**src/rtl/regarb_pkg.sv**
```systemverilog
// Shared types and constants for the register-file write arbiter.
package regarb_pkg;

  localparam int XLEN_DEF = 32;
  localparam int REG_AW   = 5;

  // Which requester owns the write port in a given cycle.
  typedef enum logic [1:0] {
    REQ_NONE = 2'd0,
    REQ_WB   = 2'd1,
    REQ_LONG = 2'd2,
    REQ_DBG  = 2'd3
  } reqType_t;

  localparam logic [REG_AW-1:0] X0_ADDR = '0;

endpackage

```
**src/rtl/regarb_starve_ctr.sv**
```systemverilog
// Saturating count of consecutive cycles LONG has been denied; at_limit
// tells the arbiter to let LONG override WB.
module regarb_starve_ctr #(
  parameter int STARVE_LIMIT = 4
) (
  input  logic clk,
  input  logic rst,
  input  logic clr,
  input  logic inc,
  output logic at_limit
);

  localparam int CW = (STARVE_LIMIT > 0) ? $clog2(STARVE_LIMIT + 1) : 1;
  localparam logic [CW-1:0] LIMIT = CW'(STARVE_LIMIT);

  logic [CW-1:0] cntReg;

  assign at_limit = (cntReg == LIMIT);

  always_ff @(posedge clk or negedge rst) begin
    if (!rst) begin
      cntReg <= '0;
    end else if (clr) begin
      cntReg <= '0;
    end else if (inc && !at_limit) begin
      cntReg <= cntReg + CW'(1);
    end
  end

endmodule

```
**src/rtl/regfile_write_arbiter.sv**
```systemverilog
// Arbitrates the single register-file write port between WB, LONG and DBG.
// Define REGARB_PERF_EN to add the stall/starvation performance counters.
module regfile_write_arbiter
  import regarb_pkg::*;
#(
  parameter int XLEN         = XLEN_DEF,
  parameter int STARVE_LIMIT = 4
) (
  input  logic              clk,
  input  logic              rst,
  input  logic              wb_we,
  input  logic [REG_AW-1:0] wb_rd,
  input  logic [XLEN-1:0]   wb_data,
  output logic              wb_stall,
  input  logic              long_valid,
  input  logic [REG_AW-1:0] long_rd,
  input  logic [XLEN-1:0]   long_data,
  output logic              long_ready,
  input  logic              dbg_valid,
  input  logic [REG_AW-1:0] dbg_rd,
  input  logic [XLEN-1:0]   dbg_data,
  output logic              dbg_ready,
  output logic              rf_we,
  output logic [REG_AW-1:0] rf_rd,
  output logic [XLEN-1:0]   rf_wd
`ifdef REGARB_PERF_EN
  ,
  output logic [31:0]       perf_wb_stall_cnt,
  output logic [31:0]       perf_starve_cnt
`endif
);

  reqType_t          grantType;
  logic              atLimit;
  logic              starveOverride;
  logic [REG_AW-1:0] selRd;
  logic [XLEN-1:0]   selWd;
  logic              rfWeReg;
  logic [REG_AW-1:0] rfRdReg;
  logic [XLEN-1:0]   rfWdReg;

  assign starveOverride = long_valid && atLimit;

  always_comb begin
    grantType = REQ_NONE;
    if (starveOverride)  grantType = REQ_LONG;
    else if (wb_we)      grantType = REQ_WB;
    else if (long_valid) grantType = REQ_LONG;
    else if (dbg_valid)  grantType = REQ_DBG;
  end

  always_comb begin
    selRd = wb_rd;
    selWd = wb_data;
    case (grantType)
      REQ_LONG: begin selRd = long_rd; selWd = long_data; end
      REQ_DBG:  begin selRd = dbg_rd;  selWd = dbg_data;  end
      default:  ;
    endcase
  end

  // Handshake outputs are forced low while reset is held.
  assign wb_stall   = rst && wb_we && (grantType != REQ_WB);
  assign long_ready = rst && (grantType == REQ_LONG);
  assign dbg_ready  = rst && (grantType == REQ_DBG);

  regarb_starve_ctr #(
    .STARVE_LIMIT(STARVE_LIMIT)
  ) uStarve (
    .clk     (clk),
    .rst     (rst),
    .clr     (!long_valid || (grantType == REQ_LONG)),
    .inc     (long_valid && (grantType != REQ_LONG)),
    .at_limit(atLimit)
  );

  // An x0 write is accepted from the requester but never reaches the file.
  always_ff @(posedge clk or negedge rst) begin
    if (!rst) begin
      rfWeReg <= 1'b0;
      rfRdReg <= '0;
      rfWdReg <= '0;
    end else begin
      rfWeReg <= (grantType != REQ_NONE) && (selRd != X0_ADDR);
      if (grantType != REQ_NONE) begin
        rfRdReg <= selRd;
        rfWdReg <= selWd;
      end
    end
  end

  assign rf_we = rfWeReg;
  assign rf_rd = rfRdReg;
  assign rf_wd = rfWdReg;

`ifdef REGARB_PERF_EN
  logic [31:0] perfStallReg;
  logic [31:0] perfStarveReg;

  always_ff @(posedge clk or negedge rst) begin
    if (!rst) begin
      perfStallReg  <= '0;
      perfStarveReg <= '0;
    end else begin
      if (wb_stall)       perfStallReg  <= perfStallReg + 32'd1;
      if (starveOverride) perfStarveReg <= perfStarveReg + 32'd1;
    end
  end

  assign perf_wb_stall_cnt = perfStallReg;
  assign perf_starve_cnt   = perfStarveReg;
`endif

endmodule
```
**config.mk**
```make
export PLATFORM = sky130hd
export DESIGN_NAME = regfile_write_arbiter
export DESIGN_NICKNAME = d
export VERILOG_FILES = /design/src/rtl/regarb_pkg.sv /design/src/rtl/regarb_starve_ctr.sv /design/src/rtl/regfile_write_arbiter.sv
export SDC_FILE = /design/constraint.sdc
export NUM_CORES = 1
export LEC_CHECK = 0
export CORE_UTILIZATION = 37
export CTS_CLUSTER_DIAMETER = 120
export DETAILED_ROUTE_END_ITERATION = 10
export PLACE_DENSITY = 0.86
export SLEW_MARGIN = 20
export SYNTH_ARGS = -nofsm -noshare
export SYNTH_HDL_FRONTEND = slang
export SYNTH_HIERARCHICAL = 1
export SYNTH_SLANG_ARGS = --single-unit
```
**constraint.sdc**
```tcl
create_clock -name clk -period 5.6 [get_ports clk]
set_input_delay 1.12 -clock clk [delete_from_list [all_inputs] [get_ports clk]]
set_output_delay 1.12 -clock clk [all_outputs]
set_load 0.03 [all_outputs]
```
==> results.md, run 1 <==
- Status: completed
- Initial antenna violation count: 0
- Final core utilization: 68.3%
- Drt pass-1 iters: 7
- FP Rows: 27
- Wire length per cell: 16.0 µm
- Reg-to-reg slack, setup: 3050 ps
- # diodes: 0
- Post-Layout Cell Count: 429
- Most frequent cells in the layout: 155 x clkdlybuf4s50_1, 41 x dfrtp_1, 39 x a21oi_1
- Post-synth cell types: 34
- Critical path's top delay family: buffers and inverters
- Drt initial violations: 247
- Syn Area/Cell: 10.1 µm²
- FF-to-FF path depth: 9
- Req. time, crit path: 4480 ps
- Crit path arrival time: 3210 ps
- Die Wd: 78.1 µm
- Nets: 475
- Max-slew violation count: 0
- Clk_lat worst skew: 280 ps
- Final period util: 77.4%
- Clk buf depth: 2
- Class of the worst hold path: reg -> reg
- Boundary Pins: 157
- Number of synthesized register bits: 41
- Fmax: 231 MHz
- Max stage delay on crit path: 660 ps
- Min cycle time layout: 4330 ps
- Largest net degree at the start of global routing: 73
- Core Region: 5540 µm²
- Synth Warn #: 6
- Power Density: 222 nW/µm²
- Die extent in y: 78.1 µm
- Total CTS buffers: 5
- CP Buf/Inv Count: 3
- Crit-path cells: clkdlybuf4s50_1 -> nor3b_4 -> buf_4 -> and2_1 -> clkdlybuf4s50_1
- CP Depth: 5
- CTS clock-pin slew for the worst setup and hold paths: 70 ps
- Final setup viols: 0
- Port bufs: 156
- Element type at the critical path start: primary input
- H-tree levels: 2
- Critical path fanouts, max: 40
- Hold_ws: 496 ps
- DR vias: 2,335
- Crit path top cell by count: clkdlybuf4s50_1
- Tightest Pin Transition: 703 ps
- Post-CTS setup buffer count: 0
- Worst setup path start: long_valid
- # fillers: 472
- Mapped cell area: 2140 µm²
- Worst setup path category: in -> out
- Gr usage total: 22.2%
- Share of cells above drive strength 1: 5.60%
- Worst R2R End: rf_we
- Antenna Nets Post-Route: 0
- First-pass GRT wire length: 10,600 µm
- Unrepaired setup endpoints after global routing: no
- Worst rel slew slack: 53.2%
- Register area share after synthesis: 47.8%
- Reg2reg start: uStarve/cntReg[0]
- Mapped Cells: 212
- Final hold violations: 0
- Number of gates resized after CTS: 0
- Vias per cell: 5.44
- DPL Wire Length: 5000 µm
- Hold-fix buffers at CTS: 0
- TNS Setup: 0 ps
- Worst path slowest cell: clkdlybuf4s50_1
- CTS sink count: 41
- Drt drc: 0
- Worst Setup End Kind: output port
- CTS Root Buffer Type: clkbuf_8
- Total Wirelength: 6860 µm
- Global route overflow: 0
- Worst Skew: 3.30 ps
- Leakage power: 1.51 nW
- Number of global-route vias before repair: 2,237
- Max-cap violations: 0
- VDD IR max: 0.000201 V
- Initial Util: 38.7%
- Die area: 6100 µm²
- Leading cell type in the layout, fill and taps excluded: clkdlybuf4s50_1
- DP Cell Count: 422
- CP Capture Point: dbg_ready
- Synth Net Count: 330
- Layout overhead on the synthesized area: 76.5%
- Final GP Congestion: 0.729
- CTS tree: built
==> synthesized netlist by cell type, drive strengths merged <==
| cell | count | share of area (%) |
|---|---|---|
| a222oi | 34 | 16 |
| mux2 | 2 | 1.2 |
| dfrtp | 41 | 48 |
| buf | 12 | 4.6 |
| a211o | 1 | 0.41 |
| a221oi | 1 | 0.70 |
| nor2b | 3 | 0.88 |
| inv | 4 | 0.70 |
| or3 | 1 | 0.29 |
| mux2i | 2 | 0.93 |
| a21oi | 39 | 9.1 |
| o21a | 1 | 0.35 |
| a41oi | 1 | 0.41 |
| a21boi | 1 | 0.53 |
| ha | 2 | 1.2 |
| a211oi | 2 | 0.93 |
| nand2b | 5 | 1.6 |
| nand2 | 2 | 0.35 |
| o21ai | 2 | 0.47 |
| nor3 | 2 | 0.47 |
| and2 | 3 | 0.99 |
| and3 | 1 | 0.29 |
| nor3b | 1 | 0.58 |
| nor2 | 37 | 6.5 |
| and4b | 1 | 0.47 |
| and4 | 1 | 0.41 |
| clkbuf | 9 | 1.6 |
| a22o | 1 | 0.41 |
==> registers in the layout, indices dropped and copies added (netlist names) <==
signal,cells
rf_rd,5
rf_wd,32
rf_we,1
uStarve/cntReg,3
==> worst min path at each step <==
stage                     cells past startpoint  slack (ps)              start                 to
final                                         1         500           rf_rd[3]           rf_rd[3]
after global routing                          1         530           rf_rd[3]           rf_rd[3]
after CTS                                     1         500           rf_rd[3]           rf_rd[3]
after detailed placement                      1         480           rf_rd[3]           rf_rd[3]
after global placement                        1         470           rf_rd[4]           rf_rd[4]
after floorplan                               2         530  uStarve/cntReg[1]  uStarve/cntReg[1]
==> power by group <==
part           switching, mW  internal (mW)
combinational          0.146          0.160
clock                 0.0926         0.0973
sequential            0.0170          0.328
==> cell type report <==
type / instances / area, µm² / area share [%]
tap: 72 / 90.1 / 2.38
inverter: 4 / 15.0 / 0.397
sequential: 41 / 1030 / 27.1
multi-input combinational: 146 / 985 / 26.0
clock inverter: 1 / 7.51 / 0.198
timing repair buffer: 159 / 1580 / 41.7
clock buffer: 6 / 82.6 / 2.18
==> per-layer routing <==
| layer | vias up | wire length [µm] | track usage (%) |
|---|---|---|---|
| met2 | 100 | 3570 | 40.7 |
| met3 | 8 | 463 | 5.12 |
| met1 | 1113 | 2730 | 26.3 |
| met4 | 0 | 88 | 4.44 |
| li1 | 1114 | - | - |
| met5 | - | 0 | 0 |
==> through the flow <==
step / setup WS [ps] / total power, mW / instance area, µm²
final: 1270 / 0.841 / 3780
after CTS: 1260 / 0.849 / 3780
after detailed placement: 1270 / 0.658 / 3690
after global routing: 1150 / 0.882 / 3780
after global placement: 1300 / 0.652 / 3690
after floorplan: 2250 / 0.490 / 2140
==> cell families after synthesis <==
family                     Yosys count  share of synthesized area, %
and+or+nand+nor                     57                          12.8
buffers and inverters               25                          6.88
DFF                                 41                          47.8
AOI/OAI and AO/OA                   83                          29.2
adders and majority gates            2                          1.17
muxes                                4                          2.16
(Power assumes the default switching activity.)
==> run 2: changes to the inputs <==
--- a/config.mk
+++ b/config.mk
@@ -5,10 +5,10 @@
 export SDC_FILE = /design/constraint.sdc
 export NUM_CORES = 1
 export LEC_CHECK = 0
-export CORE_UTILIZATION = 37
+export CORE_UTILIZATION = 35
 export CTS_CLUSTER_DIAMETER = 120
 export DETAILED_ROUTE_END_ITERATION = 10
-export PLACE_DENSITY = 0.86
+export PLACE_DENSITY = 0.82
 export SLEW_MARGIN = 20
 export SYNTH_ARGS = -nofsm -noshare
 export SYNTH_HDL_FRONTEND = slang
==> constraint.sdc (replaced) <==
create_clock -name clk -period 4.5 [get_ports clk]
set_input_delay 0.9 -clock clk [delete_from_list [all_inputs] [get_ports clk]]
set_output_delay 0.9 -clock clk [all_outputs]
set_load 0.03 [all_outputs]
==> run 2 against run 1 <==
Net effect:
- clock power up 33%
- clock-buffer cell count unchanged
- sequential share of layout area down 0.16 points
- non-clock buffer count unchanged
- global-route usage down 0.56 points
- via count up 1.1%
- hold slack worse by 81 ps
- sequential cell count unchanged
- routed wire length up 4.3%
- sequential power up 24%
==> results.md, run 2 (same netlist as run 1, synthesis figures left out) <==
- Number of gates resized after CTS: 0 (unchanged)
- Worst path slowest cell: clkdlybuf4s50_1
- Nets: 475 (unchanged)
- Initial antenna violation count: 1 (+1)
- Worst setup path category: in -> out
- Final GP Congestion: 0.732 (+0.29%)
- Most frequent cells in the layout: 155 x clkdlybuf4s50_1, 41 x dfrtp_1, 39 x a21oi_1
- DPL Wire Length: 5240 µm (+4.8%)
- Class of the worst hold path: in -> async
- DR vias: 2,361 (+1.1%)
- Worst Skew: 8.86 ps (+5.56 ps)
- Max reg flops: 32 (unchanged)
- Leading cell type in the layout, fill and taps excluded: clkdlybuf4s50_1
- Share of cells above drive strength 1: 5.87% (+0.26 points)
- First-pass GRT wire length: 10,700 µm (+0.65%)
- # diodes: 0 (unchanged)
- Worst rel slew slack: 41.6% (-12 points)
- Port bufs: 156 (unchanged)
- Unrepaired setup endpoints after global routing: no
- CTS Root Buffer Type: clkbuf_8
- TNS Setup: 0 ps (unchanged)
- Critical path's top delay family: buffers and inverters
- Wire length per cell: 16.5 µm (+3.4%)
- Worst Setup End Kind: output port
- Core Region: 5920 µm² (+6.9%)
- Total CTS buffers: 5 (unchanged)
- Final setup viols: 0 (unchanged)
- Die area: 6440 µm² (+5.6%)
- Crit path top cell by count: clkdlybuf4s50_1
- Total Wirelength: 7160 µm (+4.3%)
- H-tree levels: 2 (unchanged)
- Max-cap violations: 0 (unchanged)
- Drt drc: 0 (unchanged)
- Layout overhead on the synthesized area: 77.5%
- Drt pass-1 iters: 5 (-2)
- Clk buf depth: 2 (unchanged)
- Status: completed
- Die Wd: 80.3 µm (+2.7%)
- CP Buf/Inv Count: 2 (-1)
- Element type at the critical path start: primary input
- Gr usage total: 21.6% (-0.56 points)
- Max stage delay on crit path: 690 ps (+30 ps)
- Vias per cell: 5.45 (+0.18%)
- FP Rows: 28 (+3.7%)
- Final hold violations: 0 (unchanged)
- Power Density: 280 nW/µm² (+26%)
- Critical path fanouts, max: 10 (-75%)
- Die extent in y: 80.3 µm (+2.7%)
- # fillers: 504 (+6.8%)
- Hold_ws: 415 ps (-81.1 ps)
- Largest net degree at the start of global routing: 73 (unchanged)
- Initial Util: 36.2% (-2.5 points)
- CTS clock-pin slew for the worst setup and hold paths: 70 ps (about the same)
- Hold-fix buffers at CTS: 0 (unchanged)
- Number of global-route vias before repair: 2,232 (-0.22%)
- Post-CTS setup buffer count: 0 (unchanged)
- Final period util: 78.1%
- Min cycle time layout: 3520 ps
- Crit path arrival time: 2620 ps (-590 ps)
- Crit-path cells: clkdlybuf4s50_1 -> nor3b_4 -> and2_1 -> clkdlybuf4s50_1
- Tightest Pin Transition: 872 ps (+169 ps)
- Req. time, crit path: 3600 ps (-880 ps)
- Fmax: 284 MHz
- Max-slew violation count: 0 (unchanged)
- Antenna Nets Post-Route: 0 (unchanged)
- CTS sink count: 41 (unchanged)
- Global route overflow: 0 (unchanged)
- CTS tree: built
- Clk_lat worst skew: 290 ps (about the same)
- Boundary Pins: 157 (unchanged)
- Drt initial violations: 183 (-26%)
- VDD IR max: 0.000145 V (-28%)
- Leakage power: 1.52 nW (+0.84%)
==> run 2: cell count changes in the layout (fill, tap and decap cells not counted) <==
cell and delta:
buf_12 +1, clkinv_2 +1, clkinvlp_4 -1, clkinv_4 +1, buf_4 -1
==> run 2: worst paths after layout <==
kind                                   start                end  slack [ps]  depth (start not counted)
hold / removal                           rst  uStarve/cntReg[1]         420                          1
hold reg to reg                     rf_rd[4]           rf_rd[4]         500                          1
setup reg to reg           uStarve/cntReg[0]              rf_we        1710                          9
min in group clk                    rf_rd[4]           rf_rd[4]         500                          1
setup / recovery                  long_valid          dbg_ready         980                          4
max in group asynchronous                rst           rf_rd[3]        3380                          2
==> run 2: final cells by class <==
type | instances | area (µm²) | area share, %
repair buffers | 159 | 1590 | 41.8
flip-flops and latches | 41 | 1030 | 26.9
multi-input cells | 146 | 985 | 25.9
well taps | 75 | 93.8 | 2.46
clock buffers | 6 | 82.6 | 2.17
inverters | 4 | 15.0 | 0.394
clock inverters | 2 | 13.8 | 0.361
==> run 2: per-layer routing <==
layer / up-vias / share of wire, % / track usage [%]
met5: - / 0.14 / 0
met1: 1137 / 39 / 24.8
met4: 2 / 0.98 / 5.18
li1: 1116 / - / -
met3: 9 / 9.0 / 6.36
met2: 97 / 51 / 39.2
==> run 2: where the power goes <==
| part | total (mW) | switching (mW) | internal, mW |
|---|---|---|---|
| clock network | 0.253 | 0.129 | 0.124 |
| logic | 0.385 | 0.183 | 0.201 |
| registers | 0.428 | 0.0204 | 0.408 |
| total | 1.07 | 0.332 | 0.734 |
==> run 2: per-stage QoR <==
step,setup WS [ps],util (%),instance area (µm²),cells,total power [mW]
2_1_floorplan,1590,-,2140,212,0.610
3_3_place_gp,1030,62.6,3710,425,0.815
3_5_place_dp,975,62.6,3710,425,0.823
4_1_cts,971,64.2,3800,433,1.08
5_1_grt,888,64.3,3810,433,1.12
6_report,984,64.3,3810,433,1.07
==> run 3: changes to the inputs <==
--- a/config.mk
+++ b/config.mk
@@ -5,10 +5,10 @@
 export SDC_FILE = /design/constraint.sdc
 export NUM_CORES = 1
 export LEC_CHECK = 0
-export CORE_UTILIZATION = 35
+export CORE_UTILIZATION = 31
 export CTS_CLUSTER_DIAMETER = 120
 export DETAILED_ROUTE_END_ITERATION = 10
-export PLACE_DENSITY = 0.82
+export PLACE_DENSITY = 0.77
 export SLEW_MARGIN = 20
 export SYNTH_ARGS = -nofsm -noshare
 export SYNTH_HDL_FRONTEND = slang
==> constraint.sdc (replaced) <==
create_clock -name clk -period 3 [get_ports clk]
set_input_delay 0.6 -clock clk [delete_from_list [all_inputs] [get_ports clk]]
set_output_delay 0.6 -clock clk [all_outputs]
set_load 0.03 [all_outputs]
==> run 3 against run 2 <==
Net effect:
- clock power increased by 41%
- sequential share of layout area down 0.13 points
- utilization shrank 5.4 points
- setup slack got worse by 740 ps
- non-clock buffer count is 6 higher
- global-route usage decreased by 2.1 points
- critical path depth up 2
- die area is 13% higher
- first-iteration DRC count shrank 1.1%
- largest cell class unchanged
==> results.md, run 3 (same netlist as run 1, synthesis figures left out) <==
- Sw power: 0.500 mW (+50%)
- Class of the worst hold path: in -> async
- FP Rows: 29 (+3.6%)
- Most frequent cells in the layout: 154 x clkdlybuf4s50_1, 41 x dfrtp_1, 39 x a21oi_1
- # diodes: 0 (unchanged)
- Max reg flops: 32 (unchanged)
- Number of gates resized after CTS: 0 (unchanged)
- Min cycle time layout: 2750 ps
- Core Region: 6490 µm² (+9.7%)
- Final GP Congestion: 0.702 (-4.0%)
- First-pass GRT wire length: 11,100 µm (+3.9%)
- # fillers: 592 (+17%)
- Final setup viols: 0 (unchanged)
- H-tree levels: 2 (unchanged)
- Antenna Nets Post-Route: 0 (unchanged)
- Drt pass-1 iters: 6 (+1)
- VDD IR max: 0.000191 V (+32%)
- Combinational Power Share: 36.6% (+0.5 points)
- Leakage power: 1.54 nW (+1.1%)
- Gr usage total: 19.5% (-2.1 points)
- Status: completed
- Reg power frac: 40.8% (+0.6 points)
- Worst rel slew slack: 61.9% (+20 points)
- Wire length per cell: 15.9 µm (-3.8%)
- CTS Root Buffer Type: clkbuf_8
- Share of cells above drive strength 1: 7.69% (+1.8 points)
- TNS Setup: 0 ps (unchanged)
- Element type at the critical path start: flip-flop
- Max-cap violations: 0 (unchanged)
- CTS tree: built
- DPL Wire Length: 5330 µm (+1.7%)
- Nets: 481 (+1.3%)
- Post-CTS setup buffer count: 0 (unchanged)
- Req. time, crit path: 2400 ps (-1200 ps)
- Final period util: 91.8%
- Initial antenna violation count: 0 (-1)
- Crit path arrival time: 2150 ps (-470 ps)
- Die Wd: 85.2 µm (+6.1%)
- Number of global-route vias before repair: 2,411 (+8.0%)
- CTS clock-pin slew for the worst setup and hold paths: 80 ps (about the same)
- Critical path fanouts, max: 4 (-6)
- Worst Skew: 9.27 ps (+0.410 ps)
- Layout overhead on the synthesized area: 78.4%
- Initial Util: 33.0% (-3.2 points)
- Global route overflow: 0 (unchanged)
- Area of the multi-input gates: 981 µm² (-0.38%)
- Drt drc: 0 (unchanged)
- Power Density: 412 nW/µm² (+47%)
- Die extent in y: 85.2 µm (+6.1%)
- Largest net degree at the start of global routing: 43 (-41%)
- Clk_lat worst skew: 300 ps (about the same)
- Clock power frac: 22.6% (-1.1 points)
- CTS sink count: 41 (unchanged)
- Hold-fix buffers at CTS: 0 (unchanged)
- Total CTS buffers: 5 (unchanged)
- Internal: 1.08 mW (+47%)
- Vias per cell: 5.28 (-3.2%)
- Port bufs: 156 (unchanged)
- Worst Setup End Kind: output port
- Sequential Area: 1030 µm² (unchanged)
- Final hold violations: 0 (unchanged)
- Leading cell type in the layout, fill and taps excluded: clkdlybuf4s50_1
- Tightest Pin Transition: 572 ps (-300 ps)
- Max-slew violation count: 0 (unchanged)
- Total Wirelength: 7010 µm (-2.0%)
- Hold_ws: 392 ps (-23.1 ps)
- Unrepaired setup endpoints after global routing: no
- Drt initial violations: 181 (-1.1%)
- Clk buf depth: 2 (unchanged)
- Boundary Pins: 157 (unchanged)
- Worst setup path category: reg -> out
- Sw frac: 31.7% (+0.55 points)
- DR vias: 2,328 (-1.4%)
- Fmax: 363 MHz
- Die area: 7250 µm² (+13%)
## run 3: cell count changes in the layout (fill, tap and decap cells not counted)
cell and change:
or3_2 +1, buf_4 +8, or3_4 -1, buf_12 -1
clkinvlp_4 +1, clkdlybuf4s50_1 -1, clkinv_2 +1, clkbuf_8 -1
clkinv_4 -1
## run 3: worst paths after layout
check / cells after the start / to / slack (ps) / startpoint
max: 6 / long_ready / 250 / uStarve/cntReg[0]
min: 2 / rf_wd[17] / 390 / rst
max reg2reg: 9 / rf_we / 660 / uStarve/cntReg[0]
min reg2reg: 1 / rf_rd[3] / 500 / rf_rd[3]
max in group asynchronous: 2 / rf_wd[5] / 2240 / rst
min in group clk: 1 / rf_rd[3] / 500 / rf_rd[3]
## run 3: critical path, cell delays in order (launching register included)
cell and delay (ps):
dfrtp_1 400, inv_1 60, ha_1 220, and2_1 190
nand2b_2 210, and3_1 190, clkdlybuf4s50_1 580
## run 3: power groups by stage
stage	clock, mW	combinational (mW)	sequential [mW]
2_1_floorplan	0	0.140	0.775
6_report	0.357	0.577	0.643
3_3_place_gp	0	0.573	0.651
5_1_grt	0.391	0.614	0.652
4_1_cts	0.372	0.583	0.644
3_5_place_dp	0	0.581	0.654
## run 3: cell type report
cell class	instances	share of cell area, %
clock buffers	5	1.80
repair buffers	165	42.4
flip-flops and latches	41	26.8
clock inverters	3	0.458
inverters	4	0.392
multi-input cells	146	25.6
well taps	77	2.52
## run 3: layer usage
layer	share of wire (%)	global-route usage, %	up-vias
met4	1.3	5.86	0
li1	-	-	1129
met1	40	21.9	1088
met3	7.4	5.16	8
met2	52	35.9	103
met5	0	0	-
## run 3: through the flow
step           util [%]  setup slack, ps  area [µm²]  power, mW  std cells
3_5_place_dp       57.6              283        3740       1.24        433
6_report           58.9              247        3830       1.58        441
3_3_place_gp       57.6              296        3740       1.22        433
2_1_floorplan         -              692        2140      0.914        212
4_1_cts            58.9              225        3830       1.60        441
5_1_grt            58.9              100        3830       1.66        441
